## config.mk

```make
export PLATFORM = sky130hd
export DESIGN_NAME = sprite_blitter
export DESIGN_NICKNAME = d
export VERILOG_FILES = /design/src/rtl/sprite_blitter.sv
export SDC_FILE = /design/constraint.sdc
export NUM_CORES = 1
export LEC_CHECK = 0
export ABC_AREA = 1
export BUFFER_PORTS_ARGS = -buffer_cell sky130_fd_sc_hd__buf_2
export CORE_MARGIN = 1.5
export CORE_UTILIZATION = 40
export DETAILED_ROUTE_END_ITERATION = 8
export GPL_ROUTABILITY_DRIVEN = 0
export PLACE_DENSITY = 0.63
export SLEW_MARGIN = 20
export SYNTH_ARGS = -nofsm -noshare
export SYNTH_HDL_FRONTEND = slang
export SYNTH_SLANG_ARGS = --single-unit
```

## constraint.sdc

```tcl
create_clock -name vga_clk -period 8.6 [get_ports vga_clk]
set_input_delay 1.72 -clock vga_clk [delete_from_list [all_inputs] [get_ports vga_clk]]
set_output_delay 1.72 -clock vga_clk [all_outputs]
set_load 0.005 [all_outputs]
```

## src/rtl/sprite_blitter.sv

```systemverilog
// sprite_blitter: pipelined ROM-backed sprite renderer for the VGA path.
// Pixel coordinates flow through a 3-stage pipeline (address, ROM read,
// colour register); position/enable/animation state only change at frame
// start so a frame is never torn.
// Optional feature macro: SPRITE_FLIP_EN adds the flip port (horizontal mirror).

module sprite_blitter #(
  parameter int SPR_W      = 25,
  parameter int SPR_H      = 18,
  parameter int SCALE_LOG2 = 0,
  parameter int FRAMES     = 1,
  parameter int ANIM_DIV   = 8,
  parameter int IDX_W      = 2,
  parameter int TRANS_IDX  = 0,
  localparam int ROM_AW    = $clog2(SPR_W * SPR_H * FRAMES),
  localparam int FI_W      = (FRAMES > 1) ? $clog2(FRAMES) : 1
) (
  input  logic              vga_clk,
  input  logic              reset,
  input  logic [9:0]        DrawX,
  input  logic [9:0]        DrawY,
  input  logic              blank,
  input  logic [9:0]        pos_x,
  input  logic [9:0]        pos_y,
  input  logic              enable,
`ifdef SPRITE_FLIP_EN
  input  logic              flip,
`endif
  output logic [ROM_AW-1:0] rom_addr,
  input  logic [IDX_W-1:0]  rom_q,
  output logic [IDX_W-1:0]  pal_index,
  input  logic [3:0]        pal_red,
  input  logic [3:0]        pal_green,
  input  logic [3:0]        pal_blue,
  output logic [3:0]        red,
  output logic [3:0]        green,
  output logic [3:0]        blue,
  output logic              pixel_hit,
  output logic [FI_W-1:0]   frame_idx
);

  localparam int          DIV_W       = (ANIM_DIV > 1) ? $clog2(ANIM_DIV) : 1;
  localparam int unsigned BOX_W       = SPR_W << SCALE_LOG2;
  localparam int unsigned BOX_H       = SPR_H << SCALE_LOG2;
  localparam int          FRAME_WORDS = SPR_W * SPR_H;

  logic [9:0]        pos_x_l, pos_y_l;
  logic              enable_l;
  logic [DIV_W-1:0]  div_cnt, div_nx;
  logic [FI_W-1:0]   frame_nx, frame_e;
  logic              frame_start;
  logic [9:0]        pos_x_e, pos_y_e;
  logic              enable_e;
  logic [9:0]        rel_x, rel_y, sx, sy;
  logic              in_box;
  logic [ROM_AW-1:0] sx_e, addr;
  logic              hit1, hit2, blank1, blank2;
`ifdef SPRITE_FLIP_EN
  logic              flip_l, flip_e;
`endif

  assign frame_start = (DrawX == '0) && (DrawY == '0);
  assign pal_index   = rom_q;

  // Animation divider / frame index values to be loaded at the next frame start
  always_comb begin
    div_nx   = div_cnt + 1'b1;
    frame_nx = frame_idx;
    if (div_cnt == DIV_W'(ANIM_DIV - 1)) begin
      div_nx   = '0;
      frame_nx = (frame_idx == FI_W'(FRAMES - 1)) ? '0 : frame_idx + 1'b1;
    end
  end

  // Bypass the shadow registers on the frame-start pixel so the new values
  // already apply to that pixel, matching what the registers hold afterwards.
  always_comb begin
    pos_x_e  = frame_start ? pos_x    : pos_x_l;
    pos_y_e  = frame_start ? pos_y    : pos_y_l;
    enable_e = frame_start ? enable   : enable_l;
    frame_e  = frame_start ? frame_nx : frame_idx;
`ifdef SPRITE_FLIP_EN
    flip_e   = frame_start ? flip     : flip_l;
`endif
  end

  // Stage 0: box test and ROM address formation
  always_comb begin
    rel_x  = DrawX - pos_x_e;
    rel_y  = DrawY - pos_y_e;
    in_box = enable_e && (32'(rel_x) < BOX_W) && (32'(rel_y) < BOX_H);
    sx     = rel_x >> SCALE_LOG2;
    sy     = rel_y >> SCALE_LOG2;
    sx_e   = ROM_AW'(sx);
`ifdef SPRITE_FLIP_EN
    if (flip_e) sx_e = ROM_AW'(SPR_W - 1) - ROM_AW'(sx);
`endif
    addr   = ROM_AW'(frame_e) * ROM_AW'(FRAME_WORDS) + ROM_AW'(sy) * ROM_AW'(SPR_W) + sx_e;
  end

  // Frame-start shadow registers and animation state
  always_ff @(posedge vga_clk or posedge reset) begin
    if (reset) begin
      pos_x_l   <= '0;
      pos_y_l   <= '0;
      enable_l  <= 1'b0;
      div_cnt   <= '0;
      frame_idx <= '0;
`ifdef SPRITE_FLIP_EN
      flip_l    <= 1'b0;
`endif
    end else if (frame_start) begin
      pos_x_l   <= pos_x;
      pos_y_l   <= pos_y;
      enable_l  <= enable;
      div_cnt   <= div_nx;
      frame_idx <= frame_nx;
`ifdef SPRITE_FLIP_EN
      flip_l    <= flip;
`endif
    end
  end

  // Stages 1 and 2: ROM address register and hit/blank alignment with ROM latency
  always_ff @(posedge vga_clk or posedge reset) begin
    if (reset) begin
      rom_addr <= '0;
      hit1     <= 1'b0;
      blank1   <= 1'b0;
      hit2     <= 1'b0;
      blank2   <= 1'b0;
    end else begin
      rom_addr <= in_box ? addr : '0;
      hit1     <= in_box;
      blank1   <= blank;
      hit2     <= hit1;
      blank2   <= blank1;
    end
  end

  // Output register: colour only for opaque sprite pixels in the active area
  always_ff @(posedge vga_clk or posedge reset) begin
    if (reset) begin
      red       <= '0;
      green     <= '0;
      blue      <= '0;
      pixel_hit <= 1'b0;
    end else if (blank2 && hit2 && (rom_q != IDX_W'(TRANS_IDX))) begin
      red       <= pal_red;
      green     <= pal_green;
      blue      <= pal_blue;
      pixel_hit <= 1'b1;
    end else begin
      red       <= '0;
      green     <= '0;
      blue      <= '0;
      pixel_hit <= 1'b0;
    end
  end

endmodule

```

==> qor.yml <==
power_and_ir_drop:
  power_density_nw_per_um2: 141.3
  vdd_drop_max_mv: 0.06761
  power.leakage_nw: 2.721
placement:
  placed_cells: 664
  io_buffers: 82
  dp.final_hpwl_mm: 6.850
die:
  die_h_um: 101.9
  dieArea_um2: 10380
  num_rows: 35
  core_um2: 9371
  fp.dieW_um: 101.9
  ioPinCount: 83
  start_util_pct: 41.75
clock_tree:
  cts_hold_buf: 0
  clk_pin_slew_ps: 100
  clock-sinks: 51
  cts_root_buf: "clkbuf_8"
  post_cts_buffers: 0
  cts_buffers: 5
  ctsResizeCount: 0
  htreeDepth: 2
  clk_path_buf_depth: 2
  clk_latency_ps: 310
  cts_tree: "done"
timing:
  fin_crit_sh_pct: 85.31
  hold_viol: 0
  fmaxAchievable_mhz: 136.3
  rsz0062_at_grt: "no"
  slew_headroom_pct: 57.16
  skew_ps: 7.814
  finalCriticalPeriod_ps: 7337
  drv_slew: 0
  fin_tns_setup_ps: 0
  tightestPinTransition_ps: 642.6
  finalSetupViolCount: 0
worst_hold_path:
  hold_class: "reg2reg"
synthesis:
  ys_seq_area_share_pct: 32.62
  netlist_top_cells_area: "dfrtp_1 (33%), ha_1 (15%), inv_1 (8.3%)"
  synthesis.nets: 576
  syn_area_um2: 3913
  ys_seq_elements: 51
  synth_top_cell_area_share_pct: 32.62
  syn_avg_cell_area_um2: 8.524
  synth_cells: 459
  synthDistinctLibCells: 35
  yosys_warnings: 0
  yosys.area.top_type: "dfrtp_1"
cells_and_area:
  drive_above_1_share_pct: 27.81
  final_common_cell: "inv_1"
  diodes: 0
  layout.cells.non_filler: 672
  mostFrequentLayoutCells: "inv_1 (85), nand2_1 (82), buf_2 (82), dfrtp_1 (51), ha_1 (47)"
  nets: 659
  syn2layout_area_growth_pct: 16.73
  fillers: 949
detailed_routing:
  drt_iter0_drc: 146
  wl_mm: 8.314
  drc_errors: 0
  routedWlPerCell_um: 12.37
  drt-vias-per-instance: 4.574
  ant_nets: 0
  via_count: 3074
  drtPass1Iterations: 4
worst_setup_path:
  critPathMaxFanout: 20
  required_ps: 8840
  cp_slowest_cell: "fa_1"
  end_kind: "flip-flop"
  cp_common_cell: "inv_1"
  worstPathArrival_ps: 7580
  slowest_delay_ps: 510
  criticalPathCategory: "in2reg"
  start_kind: "input pin"
global_route:
  grt_pass1_wl_mm: 13.66
  track_usage_pct: 16.87
  grt_pass1_vias: 3005
  grt_antenna_before_repair: 0
  grt_max_degree: 52
  grt_overflow_total: 0
job:
  cap_violations: 0
outcome:
  status: "finished clean"
report_power, final:
group	internal, mW	switching [mW]	leakage (nW)	total (mW)
clock	0.0883	0.0855	0.0587	0.174
combinational	0.101	0.130	1.96	0.231
sequential	0.240	0.000101	0.703	0.240
sequential cells by signal, summed over array words and instances (netlist names), 3 cells and up:
name      cells
blue          4
div_cnt       3
green         4
pos_x_l      10
pos_y_l      10
red           4
rom_addr      9
stage by stage:
step	instance area (um2)	hold slack, ps	setup slack, ps	power (mW)	util, %
6_report	4567	358.2	1263	0.6451	48.73
2_1_floorplan	3913	331.2	1426	0.4273	-
3_3_place_gp	4451	337.2	1061	0.4743	47.49
3_5_place_dp	4451	338.1	925.4	0.4784	47.49
4_1_cts	4567	360.6	1243	0.6565	48.73
5_1_grt	4567	365.0	686.5	0.6992	48.73
kinds of logic after synthesis:
logic type	count (synthesis)	share of synthesized area (%)
buffers and inverters	98	9.881
flip-flops	51	32.62
AO/OA/AOI/OAI	39	5.629
adder cells (fa/ha/maj)	59	21.17
XOR/XNOR	19	4.253
AND/OR/NAND/NOR	193	26.45
per-layer routing:
| layer | track usage (%) | vias up | share of wire, % | wire length [um] |
|---|---|---|---|---|
| met1 | 22.30 | 1389 | 46 | 3837 |
| met3 | 3.010 | 6 | 6.6 | 550 |
| met2 | 29.23 | 93 | 47 | 3877 |
| met4 | 3.161 | 0 | 0.58 | 48 |
| met5 | 0 | - | 0 | 0 |
| li1 | - | 1586 | - | - |
final cells by class:
class / count / area, um2 / area share, %
Clock buffer: 5 / 68.82 / 1.507
Sequential cell: 51 / 1276 / 27.95
Inverter: 90 / 337.8 / 7.397
Clock inverter: 3 / 47.55 / 1.041
Tap cell: 129 / 161.4 / 3.534
Timing Repair Buffer: 84 / 425.4 / 9.315
Multi-Input combinational cell: 310 / 2250 / 49.26
synthesized netlist by cell type, drive strengths merged:
| cell | count |
|---|---|
| xnor2 | 5 |
| buf | 4 |
| nand2 | 97 |
| clkbuf | 4 |
| and2 | 1 |
| nor3 | 2 |
| nor2 | 43 |
| a211oi | 3 |
| o21bai | 2 |
| nand3 | 20 |
| ha | 47 |
| or2 | 13 |
| dfrtp | 51 |
| inv | 90 |
| a21boi | 1 |
| a21oi | 12 |
| nand4 | 9 |
| o21a | 1 |
| nand3b | 8 |
| o21ai | 20 |
| fa | 12 |
| xor2 | 14 |
worst max-delay path, delay by kind of cell:
kind / cells / cell delay (ps)
adders and majority gates: 6 / 2410
and+or+nand+nor: 15 / 1710
buffers and inverters: 6 / 630
AOI/OAI and AO/OA: 3 / 590
xor gates and xnor gates: 3 / 520
path summary, 6_finish.rpt:
path                               end  startpoint  slack [ps]  cells past startpoint
max in group asynchronous   pos_x_l[6]       reset        6610                      3
min in group asynchronous  rom_addr[5]       reset        1570                      3
max reg2reg                rom_addr[8]  pos_x_l[1]        3180                     28
min reg2reg                       hit2        hit1         360                      0
max                        rom_addr[8]    DrawX[8]        1260                     33
min                               hit2        hit1         360                      0
Note: power is estimated with default switching activity, not from simulation.
